[src/rtl/rx_cycle_monitor.sv]
// Frame-rate lock monitor: checks rxDone spacing against a PR +/- TOL_TICKS window and tracks link lock.
// Build with RX_CYCLE_STATS_EN defined to implement period/errTotal; otherwise they read 0.
module rx_cycle_monitor #(
    parameter logic [7:0]  FREQ_IN_MHZ = 8'd40,
    parameter logic [15:0] FREQ_OUT_HZ = 16'd5000,
    parameter logic [15:0] TOL_TICKS   = 16'd400,
    parameter logic [3:0]  LOCK_CNT    = 4'd4,
    parameter logic [3:0]  LOSS_CNT    = 4'd3
) (
    input  logic        clk,
    input  logic        rst,
    input  logic        rxDone,
    input  logic        rxErr,
    output logic        linkOk,
    output logic        frameOk,
    output logic        frameBad,
    output logic        linkLost,
    output logic [15:0] period,
    output logic [15:0] errTotal
);
    localparam int          PR_I = (1000000 * int'(FREQ_IN_MHZ)) / int'(FREQ_OUT_HZ) - 1;
    localparam logic [15:0] PR   = 16'(PR_I);
    localparam logic [15:0] WLO  = PR - TOL_TICKS;
    localparam logic [15:0] WHI  = PR + TOL_TICKS;

    typedef enum logic [1:0] {S_IDLE, S_SYNC, S_LOCKED, S_LOST} state_t;

    state_t      r_state, w_state_nxt;
    logic [15:0] r_cnt, w_cnt_nxt;
    logic [3:0]  r_good, w_good_nxt;
    logic [3:0]  r_miss, w_miss_nxt;
    logic        r_link_ok, r_frame_ok, r_frame_bad, r_link_lost;
    logic        w_ok_nxt, w_bad_nxt, w_lost_nxt, w_per_upd, w_miss_evt;
    logic        w_in_win, w_good, w_timeout;

    assign w_in_win  = (r_cnt >= WLO) && (r_cnt <= WHI);
    assign w_good    = rxDone && !rxErr && w_in_win;
    assign w_timeout = (r_cnt == WHI) && !rxDone;

    always_ff @(posedge clk) begin
        if (rst) begin
            r_state     <= S_IDLE;
            r_cnt       <= 16'd0;
            r_good      <= 4'd0;
            r_miss      <= 4'd0;
            r_link_ok   <= 1'b0;
            r_frame_ok  <= 1'b0;
            r_frame_bad <= 1'b0;
            r_link_lost <= 1'b0;
        end else begin
            r_state     <= w_state_nxt;
            r_cnt       <= w_cnt_nxt;
            r_good      <= w_good_nxt;
            r_miss      <= w_miss_nxt;
            r_link_ok   <= (w_state_nxt == S_LOCKED);
            r_frame_ok  <= w_ok_nxt;
            r_frame_bad <= w_bad_nxt;
            r_link_lost <= w_lost_nxt;
        end
    end

    always_comb begin
        w_state_nxt = r_state;
        w_good_nxt  = r_good;
        w_miss_nxt  = r_miss;
        w_ok_nxt    = 1'b0;
        w_bad_nxt   = 1'b0;
        w_lost_nxt  = 1'b0;
        w_per_upd   = 1'b0;
        w_miss_evt  = 1'b0;
        // IDLE holds the counter; LOST saturates it since no timeout is checked there
        if (r_state == S_IDLE || r_cnt == 16'hFFFF) w_cnt_nxt = r_cnt;
        else                                        w_cnt_nxt = r_cnt + 16'd1;

        case (r_state)
            S_IDLE, S_LOST: begin
                if (rxDone && !rxErr) begin
                    w_cnt_nxt   = 16'd0;
                    w_good_nxt  = 4'd1;
                    w_miss_nxt  = 4'd0;
                    w_state_nxt = (LOCK_CNT <= 4'd1) ? S_LOCKED : S_SYNC;
                end
            end
            S_SYNC: begin
                if (rxDone) begin
                    if (w_good) begin
                        w_cnt_nxt = 16'd0;
                        w_per_upd = 1'b1;
                        if ((r_good + 4'd1) >= LOCK_CNT) begin
                            w_state_nxt = S_LOCKED;
                            w_miss_nxt  = 4'd0;
                        end else begin
                            w_good_nxt = r_good + 4'd1;
                        end
                    end else begin
                        w_good_nxt = 4'd0;
                        if (w_in_win) w_cnt_nxt = 16'd0;
                    end
                end else if (w_timeout) begin
                    w_state_nxt = S_IDLE;
                    w_cnt_nxt   = 16'd0;
                    w_good_nxt  = 4'd0;
                end
            end
            S_LOCKED: begin
                if (rxDone) begin
                    if (w_good) begin
                        w_cnt_nxt  = 16'd0;
                        w_per_upd  = 1'b1;
                        w_ok_nxt   = 1'b1;
                        w_miss_nxt = 4'd0;
                    end else begin
                        w_miss_evt = 1'b1;
                        // an errored frame that arrived on time still re-anchors the timing
                        if (w_in_win) w_cnt_nxt = 16'd0;
                    end
                end else if (w_timeout) begin
                    w_miss_evt = 1'b1;
                    w_cnt_nxt  = TOL_TICKS;
                end
                if (w_miss_evt) begin
                    w_bad_nxt  = 1'b1;
                    w_miss_nxt = r_miss + 4'd1;
                    if ((r_miss + 4'd1) >= LOSS_CNT) begin
                        w_state_nxt = S_LOST;
                        w_lost_nxt  = 1'b1;
                    end
                end
            end
            default: w_state_nxt = S_IDLE;
        endcase
    end

    assign linkOk   = r_link_ok;
    assign frameOk  = r_frame_ok;
    assign frameBad = r_frame_bad;
    assign linkLost = r_link_lost;

`ifdef RX_CYCLE_STATS_EN
    logic [15:0] r_period, r_err_total;

    always_ff @(posedge clk) begin
        if (rst) begin
            r_period    <= 16'd0;
            r_err_total <= 16'd0;
        end else begin
            if (w_per_upd) r_period <= r_cnt;
            if (w_bad_nxt && r_err_total != 16'hFFFF) r_err_total <= r_err_total + 16'd1;
        end
    end

    assign period   = r_period;
    assign errTotal = r_err_total;
`else
    logic w_unused_stats;
    assign w_unused_stats = w_per_upd;
    assign period   = 16'h0000;
    assign errTotal = 16'h0000;
`endif
endmodule

[config.mk]
export PLATFORM = sky130hd
export DESIGN_NAME = rx_cycle_monitor
export DESIGN_NICKNAME = d
export VERILOG_FILES = /design/src/rtl/rx_cycle_monitor.sv
export SDC_FILE = /design/constraint.sdc
export NUM_CORES = 1
export LEC_CHECK = 0
export CORE_MARGIN = 2
export CORE_UTILIZATION = 30
export DETAILED_ROUTE_END_ITERATION = 16
export DONT_BUFFER_PORTS = 1
export GPL_ROUTABILITY_DRIVEN = 0
export HOLD_SLACK_MARGIN = 0.15
export PLACE_DENSITY = 0.51
export SLEW_MARGIN = 15
export SYNTH_ARGS = -nofsm -noshare
export SYNTH_HDL_FRONTEND = slang
export SYNTH_SLANG_ARGS = --single-unit
export TNS_END_PERCENT = 20
[constraint.sdc]
create_clock -name clk -period 5.9 [get_ports clk]
set_clock_uncertainty 0.05 [all_clocks]
set_input_delay 1.18 -clock clk [delete_from_list [all_inputs] [get_ports clk]]
set_output_delay 1.18 -clock clk [all_outputs]
set_load 0.01 [all_outputs]
======== After elaboration in Yosys (flattened, before gate mapping) ========
Index checks and enable logic that the tools add are counted.
word-level totals
  bits in registers ....................... 30
  bits in latches ......................... 0
  memory bits (writable) .................. 0
  bits in read-only memories .............. 0
  bits of input ports ..................... 4
  output and inout port bits .............. 36
  word-level logic and storage cells ...... 85
  memories kept ........................... 0
operators by class
  add/sub/neg operators ................... 3
  multiply operators ...................... 0
  div/mod/pow operators ................... 0
  order comparisons ....................... 4
  eq/ne operators ......................... 14
  shifts and indexed selects .............. 0
  multiplexer cells ....................... 38
  bitwise logic cells ..................... 3
  reduce and logical (&&, ||, !) cells .... 15
operator list
  kind                                                                 count
  two-way mux 16 bit                                                   8
  two-way mux 4 bit                                                    12
  one-hot mux 16 bit (3 select lines)                                  1
  adder 16 x 1 -> 16 bit, second input constant                        1
  equality test 16 x 14 -> 1 bit, second input constant                1
  equality test 16 bit, second input constant                          1
  greater-or-equal comparator 16 x 13 -> 1 bit, second input constant  1
  <= comparator 16 x 14 -> 1 bit, second input constant                1
  two-way mux 2 bit                                                    7
  one-hot mux 4 bit (3 select lines)                                   1
  != test 3 bit, second input constant                                 3
  adder 4 x 1 -> 4 bit, second input constant                          2
  != test 2 bit, second input constant                                 4
  one-hot mux 4 bit (2 select lines)                                   1
  two-way mux 1 bit                                                    7
  equality test 2 bit, second input constant                           3
  one-hot mux 2 bit (3 select lines)                                   1
  AND reduction 6 bit                                                  1
  OR reduction 3 bit                                                   2
  greater-or-equal comparator 4 x 2 -> 1 bit, second input constant    1
  greater-or-equal comparator 4 x 3 -> 1 bit, second input constant    1
  logical AND 1 bit                                                    4
  != test 4 bit, second input constant                                 1
  AND reduction 4 bit                                                  1
  7 further kinds                                                      11

======== Logic depth before layout (Yosys ltp) ========
  depth in word-level cells ............... 9
  depth in mapped cells ................... 10
  depth with buffers taken out ............ 8

======== Worst setup path after synthesis ========
No wires, ideal clock.
  kind .................................... input to register
  start point ............................. in rxDone
  end point ............................... reg r_miss[2]
  setup time .............................. 0.059 ns
  arrival ................................. 2.208 ns
  required time ........................... 5.791 ns
  setup slack ............................. 3.583 ns
  cell stages on the path ................. 7
  path buffers ............................ 0
  cell sequence ........................... inv_1 -> nor2_1 -> o221ai_1 -> nor3_2 -> o21a_4 -> nor3b_2 -> a22o_1
between the ends
  longest elaborated chain between the ends .. 7
  elaborated cells on any way between the ends .. 16
  those cells by class .................... 5 x eq/ne; 6 x mux; 5 x reduce/logical
ends and longest elaborated chain
  item                                                                                        RTL line    RTL
  from (decl)                                                                                 12          input logic rxDone,
  zero test 1 bit or logical AND 1 bit (tied branches)                                        38, 37, 77
  logical AND 1 bit (on tied branches)                                                        38, 37
  two-way mux 1 bit (on tied branches)                                                        117, 107
  two-way mux 1 bit                                                                           106         if (rxDone) begin
  two-way mux 1 bit                                                                           75          case (r_state)
  != test 3 bit (no source line) or two-way mux 4 bit (tied branches)                         --
  AND reduction 6 bit (no source line) or one-hot mux 4 bit (3 select lines) (tied branches)  --
  to (signal assigned)                                                                        54          r_miss <= w_miss_nxt;
  to (decl)                                                                                   31          logic [3:0] r_miss, w_miss_nxt;
Several ways; a longest one is shown, not always the timed one. The select of a mux whose other input is x is not followed.
A chain may end at the register's enable or synchronous reset.

======== Worst setup path in the final report ========
  start point ............................. reg r_cnt[11]
  end point ............................... reg r_cnt[11]
between the ends
  longest elaborated chain between the ends .. 7
  elaborated cells on any way between the ends .. 18
  those cells by class .................... 1 x add/sub; 2 x order compare; 2 x eq/ne; 9 x mux; 4 x reduce/logical
ends and longest elaborated chain
  item                                                                            RTL line  RTL
  from (decl)                                                                     29        logic [15:0] r_cnt, w_cnt_nxt;
  from (signal assigned)                                                          52        r_cnt <= w_cnt_nxt;
  parallel branches: the longest is 6 deep, another holds adder 16 x 1 -> 16 bit  --
  one-hot mux 16 bit (3 select lines) (*)                                         75
Every way passes the cells marked *.

==> summary.md <==
| Metric | Value |
|---|---|
| Non-filler instance count after layout | `305` |
| EDFF count, synth | `0` |
| Highest-count cells in the layout ignoring fill and taps | `conb_1, dfxtp_1, nor2_1` |
| NumNets Final | `238` |
| Worst reg2reg startpoint | `r_cnt[11]` |
| Top FF cell, synth | `dfxtp_1` |
| # diodes | `0` |
| Final number of max-transition violations | `0` |
| Post-detailed-route via-to-cell ratio | `4.68` |
| Crit-path max FO | `13` |
| Top Family by Delay on Critical Path | `simple AND/OR/NAND/NOR gates` |
| Share of flip-flops with an asynchronous set or reset | `0%` |
| Wire length per cell | `11.5 um` |
| Ports placed on the boundary | `40` |
| Worst max-slew margin expressed relative to the limit | `58.7%` |
| Quantity of I/O buffers inserted on ports | `0` |
| Mean instance size in the synthesized netlist | `8.51 um2` |
| Vias in the first global route | `1303` |
| Hold path depth | `1` |
| Internal portion of total power | `0.310 mW` |
| Hold-fix buffer count after cts | `0` |
| Switching power | `0.113 mW` |
| Post-CTS Setup Repair Bufs | `0` |
| Outcome | `finished clean` |
| R2r endpoint | `r_cnt[11]` |
| Register share of total power | `49.1%` |
| Pwr/cell area | `215 nW/um2` |
| Slack of the worst reg-to-reg path | `3.38 ns` |
| Clk Latency, worst-skew pair | `0.29 ns` |
| Basic-gate share of the synthesized area counting and, or, nand and nor cells | `25.3%` |
| Maximum number of pins on one net before global-route repair | `17` |
| Setup repair after global routing missed its margin | `no` |
| Final Hold Violating Endpoints | `0` |
| Synth Instances | `225` |
| Slowest stage cell, crit path | `or4_4` |
| Standby leakage power | `0.766 nW` |
| Number of sinks handled by clock tree synthesis | `30` |
| XOR/XNOR Fraction of Synth Area | `5.94%` |
| HPWL reported at the end of detailed placement | `2.58 mm` |
| Number of distinct library cells after synthesis | `47` |
| Number of max-capacitance violations reported | `0` |
| IR drop worst, VDD | `0.0954 mV` |
| Mux share of post-synthesis cell area | `1.57%` |
| Level count of the clock H-tree | `2` |
| Crit-path most repeated cell | `nor2_1` |
| Setup crit end kind | `register` |
| Series of cell instances along the critical path | `or4_4 > nor4_4 > nor3b_2 > nor2_1 > a21boi_0 > o21bai_2 > nor2_1` |
| CTS tree | `built` |
| Arithmetic-cell share of the synthesized area counting full adders, half adders and majority gates | `4.57%` |
| Number of CTS-inserted buffers | `5` |
| Seq cells post-synth | `30` |
| Clock transition at path regs | `0.07 ns` |
| First DRT Iteration DRCs | `69` |
| Clock Power Share | `42.1%` |
| Worst Hold Class | `reg -> reg` |
| Length in cells of the worst reg-to-reg path | `7` |
| Post-placement setup slack | `3.35 ns` |
| Proportion of total power due to net switching | `26.7%` |
| Clock Tree Buf Depth | `2` |
| Critical Path RT | `6.00 ns` |
| Setup WS post-layout | `3.38 ns` |
| Setup TNS | `0 ns` |
| Width of the chip | `83.9 um` |
| Mapped cell area | `1920 um2` |
| Share of the synthesized area in compound gates (AO/OA/AOI/OAI) | `15.8%` |
| # rows | `29` |
| Overall die height | `83.9 um` |
| Synth-to-Final Area Change | `2.55%` |
| Global-route wire length before repair | `6.00 mm` |
| Sum of overflow across all layers after global routing | `0` |
| Cts repair resizes | `0` |
| Combinational family with the most area after synthesis | `simple AND/OR/NAND/NOR gates` |
| Share of layout cells above drive strength 1 | `9.21%` |
| Wire length reported by the detailed router | `3.50 mm` |
| Min cycle time layout | `2.52 ns` |
| Actual transition at the worst max-transition pin | `0.620 ns` |
| Worst path bufs/invs | `0` |
| YS warnings | `0` |
| Final clock period utilization by the worst path | `42.7%` |
| Worst setup path category | `reg -> reg` |
| Antenna violations before repair | `0` |
| Area of the placeable core | `6280 um2` |
| Endpoints failing setup | `0` |
| All-Layer GR Usage | `10.5%` |
| Placed insts | `297` |
| Hold endpoint | `r_good[3]` |
| Final routed DRC violation total | `0` |
| Relative contribution of combinational cells to total power | `8.8%` |
| Clock root buffer | `clkbuf_8` |
| Fmax | `0.397 GHz` |
| DRT antenna net count | `0` |
| Detailed-routing iteration count for the pre-antenna-repair pass | `4` |
| Total die area | `7040 um2` |
| Slowest Stage Delay on Critical Path | `0.56 ns` |
| Commonest non-fill, non-tap cell in the layout | `conb_1` |
| Vias after detailed routing | `1428` |
| Initial core utilization | `30.5%` |
| Data arrival, critical path | `2.62 ns` |
| Startpoint of the tightest hold check path | `r_good[3]` |
| Post-synthesis sequential area ratio | `31.4%` |
| Startpoint types | `register` |
[kinds of logic (layout without fill, tap and decap cells)]
| group | count (synthesis) | count (layout) |
|---|---|---|
| AO/OA/AOI/OAI | 39 | 39 |
| XOR/XNOR | 13 | 13 |
| adder cells (fa/ha/maj) | 7 | 7 |
| buffers and inverters | 45 | 17 |
| flip-flops | 30 | 30 |
| multiplexers | 3 | 3 |
| other | 1 | 32 |
| AND/OR/NAND/NOR | 87 | 87 |
[cell type report]
cell class	instances	area [um2]
fillers	677	4310
multi-input cells	181	1140
flip-flops and latches	30	601
well taps	77	96.3
clock buffers	6	82.6
inverters	9	33.8
clock inverters	2	12.5
[synth_stat cells, types with 3 or more instances]
cell type	n	share of area, %
buf_4	33	13
dfxtp_1	30	31
nor2_1	29	5.7
nand3_1	11	2.9
nand2_1	10	2.0
xor2_1	10	4.6
a21oi_1	9	2.4
inv_1	9	1.8
and3_1	7	2.3
ha_1	7	4.6
nand4_1	6	2.0
and2_1	5	1.6
o21ai_0	4	1.0
a31oi_1	3	0.98
clkbuf_1	3	0.59
mux2i_1	3	1.6
nor3_1	3	0.78
o22ai_1	3	0.98
xnor2_1	3	1.4
[worst max-delay path by stage]
stage / start / to / slack, ns / cells past startpoint
2_1_floorplan: rxDone / r_miss[2] / 3.58 / 7
3_3_place_gp: rxDone / r_miss[2] / 3.32 / 7
5_1_grt: r_cnt[11] / r_cnt[12] / 3.10 / 7
3_5_place_dp: r_cnt[11] / r_cnt[11] / 3.35 / 7
4_1_cts: r_cnt[11] / r_cnt[11] / 3.34 / 7
6_report: r_cnt[11] / r_cnt[11] / 3.38 / 7
[routing by layer]
metal,up-vias,track usage (%),routed length (um)
met3,8,3.07,169
li1,725,-,-
met4,0,6.01,87
met5,-,0,0
met2,42,16.4,1570
met1,653,12.8,1680
[state kept, by name, indices dropped and copies added (netlist names)]
name and count:
frameBad 1, frameOk 1, linkLost 1, linkOk 1, r_cnt 16, r_good 4, r_miss 4, r_state 2
[power groups by stage]
stage	Sequential, mW	Clock (mW)	Combinational, mW
after floorplan	0.211	0	0.0487
after global placement	0.212	0	0.0371
after detailed placement	0.212	0	0.0369
after CTS	0.207	0.182	0.0370
after global routing	0.208	0.191	0.0423
final	0.207	0.178	0.0370
[per-stage QoR]
stage	instance area [um2]	total power, mW	hold slack, ns	util, %
2_1_floorplan	2030	0.260	0.403	-
3_3_place_gp	1870	0.249	0.442	29.8
3_5_place_dp	1870	0.249	0.431	29.8
4_1_cts	1960	0.426	0.451	31.3
5_1_grt	1960	0.440	0.462	31.3
6_report	1960	0.423	0.450	31.3
No activity file was read; power rests on OpenSTA's default activity.
